==> config.mk <==
export PLATFORM = sky130hd
export DESIGN_NAME = onehot_register_file
export DESIGN_NICKNAME = d
export VERILOG_FILES = /design/src/rtl/rf_pkg.sv /design/src/rtl/rf_reg_slice.sv /design/src/rtl/onehot_register_file.sv
export SDC_FILE = /design/constraint.sdc
export NUM_CORES = 1
export LEC_CHECK = 0
export BUFFER_PORTS_ARGS = -buffer_cell sky130_fd_sc_hd__clkbuf_2
export CORE_ASPECT_RATIO = 0.6
export CORE_MARGIN = 2
export CORE_UTILIZATION = 45
export DETAILED_ROUTE_END_ITERATION = 16
export PLACE_DENSITY = 0.69
export SLEW_MARGIN = 20
export SYNTH_ARGS = -nofsm -noshare
export SYNTH_HDL_FRONTEND = slang
export SYNTH_SLANG_ARGS = --single-unit
==> constraint.sdc <==
create_clock -name clk -period 4.9 [get_ports clk]
set_clock_uncertainty 0.15 [all_clocks]
set_input_delay 0.98 -clock clk [delete_from_list [all_inputs] [get_ports clk]]
set_output_delay 0.98 -clock clk [all_outputs]
set_load 0.01 [all_outputs]
==> src/rtl/rf_pkg.sv <==
`default_nettype none
// ============================================================================
// Module      : rf_pkg
// Description : Shared constants and one-hot helper for the register file
//               and any other consumer of the 3-bit address decoder output.
// Revision    : 1.0 - initial release
// ============================================================================
package rf_pkg;

    localparam int DATA_WIDTH = 32;
    localparam int NUM_REGS   = 8;
    localparam int ADDR_WIDTH = 3;

    // True when exactly one bit of the 8-bit select is set.
    function automatic logic is_onehot(input logic [7:0] v);
        return (v != 8'd0) && ((v & (v - 8'd1)) == 8'd0);
    endfunction

endpackage
`default_nettype wire

==> src/rtl/rf_reg_slice.sv <==
`default_nettype none
// ============================================================================
// Module      : rf_reg_slice
// Description : One storage register with write enable and async
//               active-low reset.
// Revision    : 1.0 - initial release
// ============================================================================
module rf_reg_slice #(
    parameter int WIDTH = 32
) (
    input  logic             clk,
    input  logic             reset_n,
    input  logic             en,
    input  logic [WIDTH-1:0] d,
    output logic [WIDTH-1:0] q
);

    // Capture d when enabled; reset clears immediately.
    always_ff @(posedge clk or negedge reset_n) begin
        if (!reset_n) begin
            q <= '0;
        end else if (en) begin
            q <= d;
        end
    end

endmodule
`default_nettype wire

==> src/rtl/onehot_register_file.sv <==
`default_nettype none
// ============================================================================
// Module      : onehot_register_file
// Description : 8-entry register file written through a one-hot select,
//               two registered read ports with write-to-read forwarding,
//               and a sticky flag for illegal (non-one-hot) write selects.
// Revision    : 1.0 - initial release
// ============================================================================
module onehot_register_file #(
    parameter int DATA_WIDTH = rf_pkg::DATA_WIDTH,
    parameter int NUM_REGS   = rf_pkg::NUM_REGS,
    parameter int ADDR_WIDTH = rf_pkg::ADDR_WIDTH
) (
    input  logic                  clk,
    input  logic                  reset_n,
    input  logic                  we,
    input  logic [NUM_REGS-1:0]   w_sel,
    input  logic [DATA_WIDTH-1:0] w_data,
    input  logic [ADDR_WIDTH-1:0] rd_addr0,
    input  logic [ADDR_WIDTH-1:0] rd_addr1,
    output logic [DATA_WIDTH-1:0] rd_data0,
    output logic [DATA_WIDTH-1:0] rd_data1,
    input  logic                  clr_err,
    output logic                  err_sticky,
    output logic                  wr_ack
);

    import rf_pkg::is_onehot;

    logic                  sel_onehot;
    logic                  wr_legal;
    logic                  wr_illegal;
    logic [DATA_WIDTH-1:0] regs [NUM_REGS];
    logic [DATA_WIDTH-1:0] rd_next0;
    logic [DATA_WIDTH-1:0] rd_next1;

    // Qualify the write: only a single selected register may be updated.
    always_comb begin
        sel_onehot = is_onehot(w_sel);
        wr_legal   = we && sel_onehot;
        wr_illegal = we && !sel_onehot;
    end

    generate
        for (genvar i = 0; i < NUM_REGS; i++) begin : g_regs
            rf_reg_slice #(
                .WIDTH (DATA_WIDTH)
            ) u_slice (
                .clk     (clk),
                .reset_n (reset_n),
                .en      (wr_legal && w_sel[i]),
                .d       (w_data),
                .q       (regs[i])
            );
        end
    endgenerate

    // Read mux with forwarding of a same-cycle legal write to the read address.
    always_comb begin
        rd_next0 = regs[rd_addr0];
        rd_next1 = regs[rd_addr1];
        if (wr_legal && w_sel[rd_addr0]) begin
            rd_next0 = w_data;
        end
        if (wr_legal && w_sel[rd_addr1]) begin
            rd_next1 = w_data;
        end
    end

    // Registered read data, write acknowledge and sticky error (set beats clear).
    always_ff @(posedge clk or negedge reset_n) begin
        if (!reset_n) begin
            rd_data0   <= '0;
            rd_data1   <= '0;
            wr_ack     <= 1'b0;
            err_sticky <= 1'b0;
        end else begin
            rd_data0 <= rd_next0;
            rd_data1 <= rd_next1;
            wr_ack   <= wr_legal;
            if (wr_illegal) begin
                err_sticky <= 1'b1;
            end else if (clr_err) begin
                err_sticky <= 1'b0;
            end
        end
    end

endmodule
`default_nettype wire

* Word level (Yosys, flattened, before mapping)
Index checks and enable logic that the tools add are counted.
** Word-level totals
- Bits in registers :: 322
- Input port bits :: 50
- Output and inout port bits :: 66
- Logic and storage cells :: 51
** Operators by class
- Add/subtract/negate cells :: 1
- Order comparisons :: 4
- Multiplexer cells :: 14
- Bitwise logic cells :: 3
- Reductions and logical operators :: 17
** Operators with widths (count)
- $bmux W32 S3 :: 2
- $mux W32 :: 6
- $logic_and A1 B1 Y1 :: 13
- $and A8 B8 Y8 :: 1
- $ge A4 B4 Y1 const B :: 2
- $logic_not A8 Y1 :: 1
- $lt A3 B4 Y1 const B :: 2
- $not A3 Y4 :: 2
- $reduce_bool A8 Y1 :: 1
- $sub A8 B1 Y8 const B :: 1
- $bmux W1 S3 :: 2
- $mux W1 :: 4
- $reduce_bool A2 Y1 :: 1
- $logic_not A1 Y1 :: 1

* Longest topological paths before layout
Gate-level depths: netlist of run 1.
- Depth in word-level cells :: 7
- Gate-level depth with buffers :: 8
- Mapped depth without buffers :: 5

* By module
A second synthesis of run 1 with hierarchy kept.
** Unflattened totals
- Cells, all modules :: 940
- Area total of the unflattened synthesis :: 17604.4 µm²
** Modules (own cells, without submodules)
- rf_reg_slice :: instances 8, cells an instance 68, area an instance 1345.0 µm², seq. area each 800.8 µm²
- onehot_register_file :: instances 1, cells an instance 396, area an instance 6844.1 µm², seq. area each 1651.6 µm²

* Least setup slack after synthesis of run 1
Ideal clock, no wire load.
- Kind :: input -> register
- Start :: input port w_sel[0]
- End :: register g_regs[4].u_slice.q[1]
- Setup time :: 125 ps
- Data arrival time :: 3024 ps
- Required time :: 4625 ps
- Path slack :: 1602 ps
- Stages on the path :: 7
- Buffers on the path :: 2
- Path through :: buf_2 -> or4_4 -> or3_4 -> a21o_4 -> a21oi_4 -> buf_6 -> mux2_2
** Between the ends
- Cells in the longest elaborated chain, start to end :: 6
- Elaborated cells on any way between the ends :: 7
- Those cells by class :: add/sub: 1; bitwise: 1; reduce/logical: 5
** RTL lines
- start: declaration :: line onehot_register_file.sv:17 : input logic [NUM_REGS-1:0] w_sel,
- $sub A8 B1 Y8 :: line rf_pkg.sv:16 : return (v != 8'd0) && ((v & (v - 8'd1)) == 8'd0);
- $and A8 B8 Y8 :: line rf_pkg.sv:16
- $logic_not A8 Y1 :: line rf_pkg.sv:16
- $logic_and A1 B1 Y1 * :: line rf_pkg.sv:16
- $logic_and A1 B1 Y1 * :: line onehot_register_file.sv:40 : wr_legal = we && sel_onehot;
- $logic_and A1 B1 Y1 * :: line onehot_register_file.sv:51 : .en (wr_legal && w_sel[i]),
- end signal: assignment :: line rf_reg_slice.sv:21 : q <= '0;
- end signal: assignment :: line rf_reg_slice.sv:23 : q <= d;
- end: declaration :: line rf_reg_slice.sv:15 : output logic [WIDTH-1:0] q
Mark *: on every way between the ends. The rest lies on a longest branch, timed or not.
A chain may end at the register's enable or synchronous reset.

* Final worst setup path of run 1
- Start :: input port w_sel[1]
- End :: register g_regs[1].u_slice.q[30]
** Between the ends
- Cells in the longest elaborated chain, start to end :: 6
- Elaborated cells on any way between the ends :: 7
- Those cells by class :: add/sub: 1; bitwise: 1; reduce/logical: 5
** RTL lines (line)
- $sub A8 B1 Y8 :: rf_pkg.sv:16
- $and A8 B8 Y8 :: rf_pkg.sv:16
- $logic_not A8 Y1 :: rf_pkg.sv:16
- $logic_and A1 B1 Y1 :: rf_pkg.sv:16
- $logic_and A1 B1 Y1 :: onehot_register_file.sv:40
- $logic_and A1 B1 Y1 * :: onehot_register_file.sv:51
- end signal: assignment :: rf_reg_slice.sv:21
- end signal: assignment :: rf_reg_slice.sv:23
- end: declaration :: rf_reg_slice.sv:15
Marks and branches as above.

==> impl_metrics.toml, run 1 <==
[outcome]
status = "finished clean"

[critical_path]
cp.buffers_inverters = 2
critical_path_class = "primary input to register"
crit_fanout = 11
timing.rr.end = "rd_data0[10]"
worst-r2r-cell-count = 3
crit_path_top_delay_cell = "a21oi_4"
cp_top_family = "simple AND/OR/NAND/NOR gates"
reg2reg_slack_ns = 3.13
cp.required_ns = 5.21
critPathCaptureType = "register"
timing.rr.start = "g_regs[7].u_slice.q[10]"
crit_path_cell_trace = "clkbuf_2 -> or4_4 -> nor3_2 -> nand2_1 -> a21oi_4 -> buf_4 -> mux2_2"
cpPeakStageDelay_ns = 0.61
critPathArrivalTime_ns = 3.69
worst_setup_path_start_kind = "primary input"

[clock_tree]
post-cts-setup-buffers = 0
clock_latency_ns = 0.57
ctsHtreeMaxLevel = 1
cts.path.max_buffers = 3
cts-hold-fix-buffers = 0
cts_resized = 0
cts_tree = "yes"
clock_sinks = 322
cts_root_buf = "clkbuf_16"
clkTransAtPathRegs_ns = 0.06
numCtsBuffers = 31

[route]
drc = 0
vias = 9213
routed_wl_mm = 37.9
firstDrtPassIters = 4
via_per_inst = 5.91
antenna_left = 0
drt_iter0_drc = 603
wire_per_inst_um = 24.4

[logic_synthesis]
ys_types = 36
synth_common_cells = "mux2_2, dfrtp_1, mux4_2, buf_1, mux2_1"
synth_largest_area_cell = "dfrtp_1"
synthCells = 994
synth_most_common_cell = "mux2_2"
yosys_warnings = 0
ys_seq_area_share_pct = 49.6
synthesis.area_um2 = 16300
synth_edf_count = 0
synth_area_leaders = "dfrtp_1, mux2_2, mux4_2"
yosysTopAreaCellShare_pct = 49.6
synthArstFlopShare_pct = 100
ys_ff_latch = 322
synth_area_per_cell_um2 = 16.4
synth_nets = 1044
synth-main-ff-cell = "dfrtp_1"

[timing]
hold_ws_ns = 0.203
tightest_slew_ns = 0.875
setup_violations = 0
fin_crit_sh_pct = 69.1
slew_viol_final = 0
tns_ns = 0
relSlewSlack_pct = 41.7
layout_setup_ws_ns = 1.51
fmax_mhz = 295
fin_crit_ns = 3.39
rsz0062_at_grt = "false"
hold_viol_final = 0

[floorplan]
row_count = 53
die_area_um2 = 37700
coreArea_um2 = 35300
chipHeight_um = 151
ios = 116
die_w_um = 249
initial_core_util_pct = 46.1

[place]
dpl_cell_area_um2 = 17200
place_ws_ns = 0.966
gp_congestion = 0.803
hpwlAfterDp_mm = 23.1
numPortBuffers = 115

[pwr]
comb_power_share_pct = 14.4
p_switching_mw = 1.58
p_leak_nw = 8.56
pwr_density_cell_nw_per_um2 = 348
peakVddDrop_mv = 0.277
p_int_mw = 4.76
power_frac_seq_pct = 48.8
power.share.clock_pct = 36.8
swShare_pct = 24.9

[grt]
globalRouteOverflowTotal = 0
gr-usage-all-layers_pct = 20.9
grt_max_degree = 127
grt_pass1_wl_mm = 59.9
grt_pass1_vias = 9813
grt_antenna_before_repair = 3

[cells_and_area]
fin_nets = 1114
final_util_pct = 51.7
final_area_um2 = 18200
drive_above_1_share_pct = 63.3
syn_to_final_growth_pct = 12.2

[run]
cap_violations = 0

[hold_path]
worstHoldPathType = "primary input to async pin"
[how the worst max path moves through the flow]
stage / to / depth (start not counted) / start / slack (ns)
2_1_floorplan: g_regs[4].u_slice.q[1] / 7 / w_sel[0] / 1.60
4_1_cts: g_regs[0].u_slice.q[28] / 7 / w_sel[1] / 1.55
6_report: g_regs[1].u_slice.q[30] / 7 / w_sel[1] / 1.51
3_5_place_dp: g_regs[1].u_slice.q[30] / 7 / w_sel[1] / 0.97
3_3_place_gp: rd_data0[20] / 7 / w_sel[1] / 1.03
5_1_grt: g_regs[0].u_slice.q[28] / 7 / w_sel[1] / 1.35
[cells in the final DEF (no fill, tap or decap), types with 2 or more instances in the layout]
| master | count |
|---|---|
| a21oi_4 | 4 |
| buf_12 | 6 |
| buf_2 | 2 |
| buf_4 | 25 |
| clkbuf_1 | 10 |
| clkbuf_16 | 31 |
| clkbuf_2 | 110 |
| clkbuf_8 | 6 |
| clkinv_2 | 7 |
| dfrtp_1 | 322 |
| diode_2 | 3 |
| inv_6 | 2 |
| mux2_1 | 36 |
| mux2_2 | 350 |
| mux4_2 | 132 |
| nand2_1 | 7 |
| nor2_1 | 5 |
| nor2b_1 | 2 |
| nor3_1 | 3 |
| o211ai_4 | 2 |
[cells by family (layout without fill, tap and decap cells)]
family,Yosys count,count (layout),synth area share [%]
muxes,518,518,45.0
DFF,322,322,49.6
buffers and inverters,109,203,3.29
and+or+nand+nor,26,26,0.900
AOI/OAI and AO/OA,17,17,1.11
adders and majority gates,1,1,0.0616
xor gates and xnor gates,1,1,0.0539
other,0,3,0
[flip-flops by register name, indices dropped and copies added, names as in the netlist]
signal,count
rd_data1,32
rd_data0,32
g_regs.u_slice.q,256
err_sticky,1
wr_ack,1
[final cells by class]
| cell class | instances | area, um2 |
|---|---|---|
| Fill cell | 2927 | 17000 |
| Tap cell | 467 | 584 |
| Clock inverter | 10 | 82.6 |
| Timing Repair Buffer | 145 | 911 |
| Inverter | 1 | 3.75 |
| Antenna cell | 3 | 7.51 |
| Multi-Input combinational cell | 563 | 7700 |
| Sequential cell | 322 | 8060 |
| Clock buffer | 47 | 896 |
[power by group through the flow]
stage	Clock (mW)	Sequential, mW	Combinational (mW)
floorplan	0	3.13	0.615
global placement	0	3.13	0.904
detailed placement	0	3.14	0.920
CTS	2.39	3.10	0.925
global route	2.51	3.13	0.993
finish	2.33	3.10	0.915
[per-stage QoR]
step	instances	total power [mW]
finish	1558	6.34
global route	1556	6.63
CTS	1554	6.42
detailed placement	1497	4.06
global placement	1497	4.04
floorplan	994	3.74
[worst register-to-register path, stage by stage, from the launching register on]
cell	delay, ns
dfrtp_1	0.40
mux4_2	0.47
mux2_2	0.29
mux2_1	0.34
[metal layers]
layer	vias to the layer above	GRT usage (%)	part of all wire (%)
met4	0	4.10	1.9
met2	186	34.3	48
li1	3942	-	-
met1	5032	29.7	47
met3	53	3.40	3.9
met5	-	0	0
(Power assumes the default switching activity.)
==> run 2: changes to the inputs <==
==> constraint.sdc (replaced) <==
create_clock -name clk -period 3.5 [get_ports clk]
set_clock_uncertainty 0.15 [all_clocks]
set_input_delay 0.7 -clock clk [delete_from_list [all_inputs] [get_ports clk]]
set_output_delay 0.7 -clock clk [all_outputs]
set_load 0.01 [all_outputs]
==> run 2 against run 1 <==
Sequential power is 40% higher. Via count is 0.75% lower. Power is 41% higher. Hold slack worse by 0.030 ns. Worst setup slack worse by 0.66 ns. Routed wire length is 1.2% lower. Non-clock buffer count is 4 higher. Sequential share of layout area is 0.38 points lower. Global-route usage is 0.17 points lower. Final cell count is 0.13% lower. Critical path depth stayed put. Count of clock-buffer cells in the layout is 5 lower.
==> impl_metrics.toml, run 2 (synthesis results as in run 1) <==
[outcome]
status = "finished clean"

[floorplan]
row_count = 53
die_w_um = 249
ios = 116
chipHeight_um = 151
die_area_um2 = 37700
coreArea_um2 = 35300
initial_core_util_pct = 46.1

[cells_and_area]
fin_nets = 1117
final_common_cell = "mux2_2"
final_util_pct = 52.1
largest-register = "g_regs.u_slice.q"
drive_above_1_share_pct = 63.6
syn_to_final_growth_pct = 13.2
largest_reg_flops = 256
final_cell_mix = "mux2_2, dfrtp_1, mux4_2"
instances_no_fill = 1556
reg_top3 = "g_regs.u_slice.q (256), rd_data0 (32), rd_data1 (32)"

[critical_path]
crit_path_top_delay_cell = "or4_4"
critPathArrivalTime_ns = 2.95
crit_fanout = 32
timing.rr.end = "rd_data0[29]"
cp.required_ns = 3.80
critical_path_class = "primary input to register"
reg2reg_slack_ns = 1.74
critPathCaptureType = "register"
worst-r2r-cell-count = 3
cpPeakStageDelay_ns = 0.58
crit_path_cell_trace = "clkbuf_2 -> or4_4 -> or3_4 -> a21o_4 -> a21oi_4 -> buf_12 -> mux2_2"
timing.rr.start = "g_regs[4].u_slice.q[29]"
worst_setup_path_start_kind = "primary input"

[grt]
grt_pass1_wl_mm = 59.6
grt_max_degree = 70
globalRouteOverflowTotal = 0
grt_pass1_vias = 9904
grt_antenna_before_repair = 2
gr-usage-all-layers_pct = 20.7

[pwr]
pwr_density_cell_nw_per_um2 = 485
peakVddDrop_mv = 0.333
p_leak_nw = 8.61

[timing]
relSlewSlack_pct = 59.8
fin_crit_ns = 2.65
hold_viol_final = 0
fmax_mhz = 378
slew_viol_final = 0
setup_violations = 0
tightest_slew_ns = 0.602
tns_ns = 0
fin_crit_sh_pct = 75.7
rsz0062_at_grt = "false"

[hold_path]
worstHoldStart = "clr_err"
min_to = "err_sticky"
min_path_cells = 2
worstHoldPathType = "primary input to register"

[clock_tree]
cts_tree = "yes"
clock_sinks = 322
post-cts-setup-buffers = 0
clock_latency_ns = 0.57
cts_root_buf = "clkbuf_16"
ctsHtreeMaxLevel = 1
cts.path.max_buffers = 3
clkTransAtPathRegs_ns = 0.06
numCtsBuffers = 30

[route]
drc = 0
via_per_inst = 5.88
antenna_left = 0
wire_per_inst_um = 24.1
drt_iter0_drc = 475
routed_wl_mm = 37.5
firstDrtPassIters = 4
vias = 9144

[run]
cap_violations = 0

[place]
place_inst = 1501
numPortBuffers = 115
gp_congestion = 0.759
hpwlAfterDp_mm = 23.3
## run 2: changes by cell type in the layout (fill, tap and decap cells not counted), sizes merged, moves of 2 or more
cell | before | now
buf | 35 | 38
inv | 3 | 1
clkinvlp | 0 | 2
diode | 3 | 1
clkbuf | 157 | 152
## run 2: worst max-delay path: cells and delay by family
kind            cells  cell delay [ns]
compound gates      2             0.45
buf+inv             2             0.42
mux                 1             0.37
simple gates        2             0.98
## run 2: final cells by class
class | count | area (um2)
diodes | 1 | 2.50
clock buffers | 42 | 867
clock inverters | 11 | 110
fillers | 2885 | 16900
inverters | 1 | 3.75
multi-input cells | 563 | 7700
flip-flops and latches | 322 | 8060
well taps | 467 | 584
repair buffers | 149 | 1070
## run 2: repair_timing
action	in CTS	in global routing
hold buffers	1	0
gates resized for setup	0	0
endpoints found under the hold margin	64	0
## run 2: where the power goes
group          internal (mW)  switching, mW
Sequential              4.10          0.227
Clock                   1.86           1.42
Combinational          0.743          0.557
## run 2: stage by stage
stage | hold WS, ns | cell area, um2 | setup slack [ns] | power [mW]
2_1_floorplan | 0.254 | 16300 | 0.482 | 5.24
3_3_place_gp | 0.328 | 17400 | 0.327 | 5.66
3_5_place_dp | 0.341 | 17400 | 0.264 | 5.71
4_1_cts | 0.148 | 18400 | 0.870 | 9.02
5_1_grt | 0.154 | 18400 | 0.811 | 9.34
6_report | 0.174 | 18400 | 0.852 | 8.91
## run 2: worst max path at each step
stage / startpoint / to / slack (ns)
floorplan: w_sel[0] / g_regs[4].u_slice.q[1] / 0.48
global placement: w_sel[1] / g_regs[4].u_slice.q[23] / 0.33
detailed placement: w_sel[1] / g_regs[4].u_slice.q[20] / 0.26
CTS: w_sel[1] / g_regs[4].u_slice.q[20] / 0.87
global route: w_sel[1] / g_regs[4].u_slice.q[13] / 0.81
finish: w_sel[1] / g_regs[4].u_slice.q[13] / 0.85
## run 2: metal layers
layer	vias to the layer above	part of all wire, %	global-route usage, %	wire (um)
met4	0	1.9	4.58	700
met3	50	5.3	3.52	1990
li1	3946	-	-	-
met1	4938	45	28.7	17000
met2	210	48	34.5	17800
met5	-	0	0	0
